`config.mk`:
```
export PLATFORM = sky130hd
export DESIGN_NAME = data_bus_arbiter
export DESIGN_NICKNAME = d
export VERILOG_FILES = /design/src/rtl/data_bus_arbiter.sv
export SDC_FILE = /design/constraint.sdc
export NUM_CORES = 1
export LEC_CHECK = 0
export ABC_CLOCK_PERIOD_IN_PS = 2000
export BUFFER_PORTS_ARGS = -buffer_cell sky130_fd_sc_hd__buf_4
export CAP_MARGIN = 0
export CORE_AREA = 2 2 136 138
export CTS_CLUSTER_DIAMETER = 200
export CTS_CLUSTER_SIZE = 20
export DETAILED_ROUTE_END_ITERATION = 16
export DIE_AREA = 0 0 138 140
export GPL_ROUTABILITY_DRIVEN = 1
export PLACE_DENSITY = 0.48
export RECOVER_POWER = 50
export SLEW_MARGIN = 20
export SYNTH_ARGS = -nofsm -noshare
export SYNTH_HDL_FRONTEND = slang
export SYNTH_SLANG_ARGS = --single-unit
export TNS_END_PERCENT = 10
```
`constraint.sdc`:
```
create_clock -name clk_i -period 2 [get_ports clk_i]
set_input_delay 0.2 -clock clk_i [delete_from_list [all_inputs] [get_ports clk_i]]
set_output_delay 0.2 -clock clk_i [all_outputs]
set_load 0.005 [all_outputs]
```
`src/rtl/data_bus_arbiter.sv`:
```
`default_nettype none
// ============================================================================
// Module   : data_bus_arbiter
// Purpose  : Shares one OBI-style data port (mm_ram) between the core LSU
//            (port C) and the debug-module system-bus master (port S).
//            Requests are forwarded combinationally. A stalled winner is
//            locked until it is granted. S normally wins, but C is forced
//            through after STARVE_LIMIT consecutive lost cycles. An in-order
//            owner FIFO steers each response back to the port that issued
//            it.
// Ports    : clk_i, rst_ni                 clock, async active-low reset
//            c_*   (req/addr/we/be/wdata -> gnt/rvalid/rdata)  core port
//            s_*   (same set)                                  system-bus port
//            mem_* (req/addr/we/be/wdata <- gnt/rvalid/rdata)  memory port
//            err_o                         sticky unexpected-response flag
//            c_gnt_cnt_o, s_gnt_cnt_o      per-port handshake counters
// Options  : DATA_ARB_PERF_EN  when defined, the counters are 16-bit
//            saturating handshake counters; otherwise both read zero.
// Revision : 1.0  initial release
// ============================================================================
module data_bus_arbiter #(
  parameter int unsigned MAX_OUTSTANDING = 2,
  parameter int unsigned STARVE_LIMIT    = 8,
  parameter int unsigned ADDR_WIDTH      = 32
) (
  input  logic                  clk_i,
  input  logic                  rst_ni,
  // core requester
  input  logic                  c_req_i,
  input  logic [ADDR_WIDTH-1:0] c_addr_i,
  input  logic                  c_we_i,
  input  logic [3:0]            c_be_i,
  input  logic [31:0]           c_wdata_i,
  output logic                  c_gnt_o,
  output logic                  c_rvalid_o,
  output logic [31:0]           c_rdata_o,
  // system-bus requester
  input  logic                  s_req_i,
  input  logic [ADDR_WIDTH-1:0] s_addr_i,
  input  logic                  s_we_i,
  input  logic [3:0]            s_be_i,
  input  logic [31:0]           s_wdata_i,
  output logic                  s_gnt_o,
  output logic                  s_rvalid_o,
  output logic [31:0]           s_rdata_o,
  // memory side
  output logic                  mem_req_o,
  output logic [ADDR_WIDTH-1:0] mem_addr_o,
  output logic                  mem_we_o,
  output logic [3:0]            mem_be_o,
  output logic [31:0]           mem_wdata_o,
  input  logic                  mem_gnt_i,
  input  logic                  mem_rvalid_i,
  input  logic [31:0]           mem_rdata_i,
  // status
  output logic                  err_o,
  output logic [15:0]           c_gnt_cnt_o,
  output logic [15:0]           s_gnt_cnt_o
);

  localparam int unsigned PTR_W    = (MAX_OUTSTANDING > 1) ? $clog2(MAX_OUTSTANDING) : 1;
  localparam int unsigned CNT_W    = $clog2(MAX_OUTSTANDING + 1);
  localparam int unsigned STARVE_W = $clog2(STARVE_LIMIT + 1);

  localparam logic [PTR_W-1:0]    PTR_LAST   = PTR_W'(MAX_OUTSTANDING - 1);
  localparam logic [CNT_W-1:0]    CNT_FULL   = CNT_W'(MAX_OUTSTANDING);
  localparam logic [STARVE_W-1:0] STARVE_MAX = STARVE_W'(STARVE_LIMIT);

  // ARB: free arbitration each cycle. HOLD: owner_q is locked until granted.
  typedef enum logic [0:0] {
    ST_ARB  = 1'b0,
    ST_HOLD = 1'b1
  } state_e;

  state_e                 state_q, state_d;
  logic                   owner_q, owner_d;      // 0 = C, 1 = S
  logic [STARVE_W-1:0]    starve_cnt_q, starve_cnt_d;
  logic [MAX_OUTSTANDING-1:0] fifo_q, fifo_d;    // owner ID per outstanding slot
  logic [PTR_W-1:0]       rd_ptr_q, rd_ptr_d;
  logic [PTR_W-1:0]       wr_ptr_q, wr_ptr_d;
  logic [CNT_W-1:0]       count_q, count_d;
  logic                   err_q, err_d;

  logic win_s;        // selected requester is S
  logic win_req;      // selected requester is asking
  logic fifo_full;
  logic fifo_empty;
  logic issue_ok;
  logic handshake;
  logic pop;
  logic head_s;

  // --------------------------------------------------------------------------
  // Winner selection
  // --------------------------------------------------------------------------
  always_comb begin
    win_s   = 1'b0;
    win_req = 1'b0;
    if (state_q == ST_HOLD) begin
      win_s   = owner_q;
      win_req = owner_q ? s_req_i : c_req_i;
    end else if (s_req_i && !(c_req_i && (starve_cnt_q == STARVE_MAX))) begin
      win_s   = 1'b1;
      win_req = 1'b1;
    end else begin
      win_s   = 1'b0;
      win_req = c_req_i;
    end
  end

  assign fifo_full  = (count_q == CNT_FULL);
  assign fifo_empty = (count_q == '0);
  // A response arriving this cycle frees a slot, so a full FIFO may still issue.
  assign issue_ok   = !fifo_full || mem_rvalid_i;

  assign mem_req_o   = rst_ni && win_req && issue_ok;
  assign mem_addr_o  = win_s ? s_addr_i  : c_addr_i;
  assign mem_we_o    = win_s ? s_we_i    : c_we_i;
  assign mem_be_o    = win_s ? s_be_i    : c_be_i;
  assign mem_wdata_o = win_s ? s_wdata_i : c_wdata_i;

  assign handshake = mem_req_o && mem_gnt_i;
  assign c_gnt_o   = handshake && !win_s;
  assign s_gnt_o   = handshake &&  win_s;

  // --------------------------------------------------------------------------
  // Response routing
  // --------------------------------------------------------------------------
  assign pop        = rst_ni && mem_rvalid_i && !fifo_empty;
  assign head_s     = fifo_q[rd_ptr_q];
  assign c_rvalid_o = pop && !head_s;
  assign s_rvalid_o = pop &&  head_s;
  assign c_rdata_o  = mem_rdata_i;
  assign s_rdata_o  = mem_rdata_i;
  assign err_o      = err_q;

  // --------------------------------------------------------------------------
  // Next-state logic
  // --------------------------------------------------------------------------
  always_comb begin
    state_d      = state_q;
    owner_d      = owner_q;
    starve_cnt_d = starve_cnt_q;
    fifo_d       = fifo_q;
    rd_ptr_d     = rd_ptr_q;
    wr_ptr_d     = wr_ptr_q;
    count_d      = count_q;
    err_d        = err_q;

    // lock / release
    case (state_q)
      ST_ARB: begin
        if (mem_req_o && !mem_gnt_i) begin
          state_d = ST_HOLD;
          owner_d = win_s;
        end
      end
      ST_HOLD: begin
        if (handshake) begin
          state_d = ST_ARB;
        end
      end
      default: state_d = ST_ARB;
    endcase

    // starvation counter
    if (!c_req_i || c_gnt_o) begin
      starve_cnt_d = '0;
    end else if (starve_cnt_q != STARVE_MAX) begin
      starve_cnt_d = starve_cnt_q + 1'b1;
    end

    // outstanding FIFO
    if (handshake) begin
      fifo_d[wr_ptr_q] = win_s;
      wr_ptr_d = (wr_ptr_q == PTR_LAST) ? '0 : wr_ptr_q + 1'b1;
    end
    if (pop) begin
      rd_ptr_d = (rd_ptr_q == PTR_LAST) ? '0 : rd_ptr_q + 1'b1;
    end
    if (handshake && !pop) begin
      count_d = count_q + 1'b1;
    end else if (!handshake && pop) begin
      count_d = count_q - 1'b1;
    end

    // a response with nothing outstanding is dropped and flagged
    if (mem_rvalid_i && fifo_empty) begin
      err_d = 1'b1;
    end
  end

  always_ff @(posedge clk_i or negedge rst_ni) begin
    if (!rst_ni) begin
      state_q      <= ST_ARB;
      owner_q      <= 1'b0;
      starve_cnt_q <= '0;
      fifo_q       <= '0;
      rd_ptr_q     <= '0;
      wr_ptr_q     <= '0;
      count_q      <= '0;
      err_q        <= 1'b0;
    end else begin
      state_q      <= state_d;
      owner_q      <= owner_d;
      starve_cnt_q <= starve_cnt_d;
      fifo_q       <= fifo_d;
      rd_ptr_q     <= rd_ptr_d;
      wr_ptr_q     <= wr_ptr_d;
      count_q      <= count_d;
      err_q        <= err_d;
    end
  end

  // --------------------------------------------------------------------------
  // Optional per-port handshake counters
  // --------------------------------------------------------------------------
`ifdef DATA_ARB_PERF_EN
  logic [15:0] c_gnt_cnt_q, c_gnt_cnt_d;
  logic [15:0] s_gnt_cnt_q, s_gnt_cnt_d;

  always_comb begin
    c_gnt_cnt_d = c_gnt_cnt_q;
    s_gnt_cnt_d = s_gnt_cnt_q;
    if (c_gnt_o && (c_gnt_cnt_q != 16'hFFFF)) begin
      c_gnt_cnt_d = c_gnt_cnt_q + 16'd1;
    end
    if (s_gnt_o && (s_gnt_cnt_q != 16'hFFFF)) begin
      s_gnt_cnt_d = s_gnt_cnt_q + 16'd1;
    end
  end

  always_ff @(posedge clk_i or negedge rst_ni) begin
    if (!rst_ni) begin
      c_gnt_cnt_q <= 16'h0000;
      s_gnt_cnt_q <= 16'h0000;
    end else begin
      c_gnt_cnt_q <= c_gnt_cnt_d;
      s_gnt_cnt_q <= s_gnt_cnt_d;
    end
  end

  assign c_gnt_cnt_o = c_gnt_cnt_q;
  assign s_gnt_cnt_o = s_gnt_cnt_q;
`else
  assign c_gnt_cnt_o = 16'h0000;
  assign s_gnt_cnt_o = 16'h0000;
`endif

endmodule
`default_nettype wire

```
==> results by group <==
Clock network
  • Cts bufs inserted: 3
  • CTS H-tree depth: 1
  • Clock Latency Late Sink: 0.24 ns
  • Clk sinks: 13
  • Worst-case clock buffer depth: 2
  • Clk slew on worst S/H paths: 0.05 ns
  • CTS tree: yes
  • Root Buffer: clkbuf_16

Setup path
  • Crit-path max cell delay: 0.38 ns
  • Critical path required time: 1.80 ns
  • Critical Path AT: 2.01 ns
  • Slowest cell on the critical path: dfrtp_1
  • Critical path class: reg2out
  • Worst Path Max Fanout: 8
  • Top delay family on crit path: buffers and inverters
  • CP cell instances: inv_2 -> ha_4 -> nand4b_4 -> a31oi_4 -> buf_12 -> clkbuf_16 -> mux2_2 -> buf_4
  • CP Capture Type: output pin
  • Crit path buf inv count: 4
  • Critical Path Source Type: flip-flop

Place
  • IO Port Bufs: 218
  • DP HPWL: 7260 µm
  • Routability cong.: 0.897

Pwr
  • Switch share: 33.5%
  • Sw power: 0.00166 W
  • Combinational share of power: 83.5%
  • Seq pwr share: 8.9%
  • Internal: 0.00331 W
  • Clock power frac: 7.6%
  • Peak supply drop: 520 µV
  • Power consumption: 0.00497 W
  • Leak: 2.20 nW
  • Pwr Density: 1150 nW/µm²

GRT
  • Largest net degree at the start of global routing: 21
  • Vias in the first global route: 2415
  • GRT Resource Usage Total: 8.81%
  • First-pass GRT wire length: 13800 µm
  • Gr ovfl total: 0
  • Initial antenna violation count: 1

Floorplan
  • Io pins: 347
  • DIE WIDTH: 138 µm
  • Number of cell rows: 49
  • Die area: 19300 µm²
  • Starting Density: 13.0%
  • Area of the core: 17800 µm²
  • Die Y-Extent: 140 µm

Flow run
  • Max-cap viol count: 0

Logic synthesis
  • Sequential area share after synthesis: 14.1%
  • Mean Syn Cell Area: 9.57 µm²
  • Largest family of logic cells by synthesized area: multiplexers
  • Synth Area in Compound Gates: 2.93%
  • Synth Area in Simple Gates: 7.32%
  • Mapped Area: 2310 µm²
  • Syn. warnings: 0
  • Synth area leader: buf_4
  • Netlist cell types: 31
  • Area contributors post-synth: buf_4 (32%), mux2_2 (32%), dfrtp_1 (14%), mux2_1 (2.4%), buf_6 (2.0%)
  • Post-Synth XOR/XNOR Area: 2.66%
  • Post-synthesis mux area share: 35.9%
  • Yosys reg bits: 13
  • Share of the synthesized area in the top cell type: 32.2%
  • Synthesized netlist cell count: 241
  • Adder-cell share of the synthesized area: 1.63%

STA
  • Tmin final: 2.21 ns
  • RSZ-0062 raised after global routing: true
  • Period utilisation layout: 111%
  • Measured slew at the worst slew-check pin: 0.494 ns
  • Fin. Hold Viols: 0
  • TNS Setup: -11.71 ns
  • Final setup fails: 70
  • Worst setup margin: -0.210 ns
  • Post-Route Skew: 0.00335 ns
  • Relative slew slack: 66.6%
  • Max Clock Freq: 452 MHz
  • Fin. max-slew vios: 0

Finish
  • Nets: 594
  • Share of layout cells above drive strength 1: 77.3%
  • Layout overhead on the synthesized area: 87.0%
  • Filler Cells Inserted: 1931

Routing
  • First-pass detailed-route iteration total: 4
  • Wire length per cell: 14.9 µm
  • Vias: 2233
  • DRC errors left: 0
  • Post-route ant nets: 0
  • Total wire length: 9620 µm
  • Drt via density: 3.47
  • Iteration-0 DRC Markers: 50

Min path
  • Hold Crit Class: in2reg

Run status
  • Failing checks: negative setup slack
  • Outcome: finished, violations left
layout by cell type (no fill, tap or decap), types with 2 or more instances in the layout:
| master | n |
|---|---|
| mux2_4 | 44 |
| nor3_1 | 3 |
| ha_1 | 2 |
| inv_1 | 5 |
| or3_1 | 2 |
| mux2_2 | 26 |
| conb_1 | 32 |
| nand2b_1 | 2 |
| clkbuf_16 | 5 |
| inv_2 | 2 |
| buf_4 | 188 |
| buf_16 | 5 |
| dfrtp_1 | 13 |
| nor2_1 | 8 |
| nand2_1 | 3 |
| mux2i_1 | 4 |
| xnor2_1 | 5 |
| buf_6 | 44 |
| xor2_1 | 2 |
final cells by class:
cell class	instances	area, µm²	area share [%]
well taps	229	287	6.64
clock buffers	4	78.8	1.83
inverters	7	26.3	0.609
diodes	1	2.50	0.0580
flip-flops and latches	13	325	7.54
repair buffers	241	2120	49.2
multi-input cells	149	1470	34.1
through the flow:
stage	instances	util, %	hold slack [ns]	instance area [µm²]	worst slack (ns)
floorplan	272	-	-0.0956	2420	0.0929
global placement	627	20.6	0.175	3670	-0.00561
detailed placement	627	20.6	0.171	3670	-0.0353
CTS	637	23.3	0.179	4140	-0.212
global route	643	24.3	0.195	4310	-0.301
finish	644	24.3	0.180	4310	-0.210
repair_timing:
item,4_1_cts,5_1_grt
hold endpoints to repair,13,0
gates resized for setup,74,24
endpoints found under the setup margin,70,75
setup buffers,2,4
pin swaps,1,0
gates cloned,3,2
hold buffers,1,0
power by group through the flow:
stage	registers [W]	clock network, W	logic [W]
floorplan	0.000425	0	0.00175
detailed placement	0.000445	0	0.00287
global placement	0.000437	0	0.00284
global route	0.000457	0.000403	0.00439
finish	0.000443	0.000378	0.00415
CTS	0.000443	0.000385	0.00387
cells in the mapped netlist (all sizes together):
cell and number:
conb 1, dfrtp 13, ha 3, buf 103
a31oi 2, nor3 3, xnor2 5, nand3 1
nor3b 1, xor2 2, inv 7, o31ai 1
o21a 1, nor4b 2, a21o 1, mux2i 4
nor4 1, and2 1, a21oi 1, nand2 3
nor2b 1, nor2 8, nand4b 1, o211ai 1
mux2 70, or3 2, nand2b 2
flip-flops by register name (all words and copies together) (netlist names), named ones only:
| signal | cells |
|---|---|
| count_q | 2 |
| err_o | 1 |
| starve_cnt_q | 4 |
| owner_q | 1 |
| fifo_q | 2 |
| rd_ptr_q | 1 |
| wr_ptr_q | 1 |
metal layers:
metal / up-vias / GRT usage, % / part of all wire [%]
li1: 1041 / - / -
met1: 1031 / 9.90 / 37
met2: 149 / 15.8 / 52
met3: 12 / 3.11 / 9.1
met4: 0 / 2.31 / 1.6
met5: - / 0 / 0
cell families (layout without fill, tap and decap cells):
family,after synthesis,after routing
adders and majority gates,3,3
AOI/OAI and AO/OA,7,7
DFF,13,13
xor gates and xnor gates,7,7
muxes,74,74
buffers and inverters,110,252
other,1,33
and+or+nand+nor,26,26
path summary, 6_finish.rpt:
| path | from | end | slack (ns) | cells past startpoint |
|---|---|---|---|---|
| hold reg to reg | err_o$_DFFE_PN0P_ | err_o$_DFFE_PN0P_ | 0.46 | 1 |
| setup reg to reg | starve_cnt_q[0]$_DFFE_PN0P_ | starve_cnt_q[2]$_DFFE_PN0P_ | 0.09 | 9 |
| setup / recovery | starve_cnt_q[0]$_DFFE_PN0P_ | mem_addr_o[23] | -0.21 | 8 |
| max in group asynchronous | rst_ni | owner_q$_DFFE_PN0P_ | 1.36 | 3 |
| hold / removal | mem_rvalid_i | err_o$_DFFE_PN0P_ | 0.18 | 2 |
| min in group asynchronous | rst_ni | err_o$_DFFE_PN0P_ | 0.46 | 3 |
No activity file was read; power rests on OpenSTA's default activity.
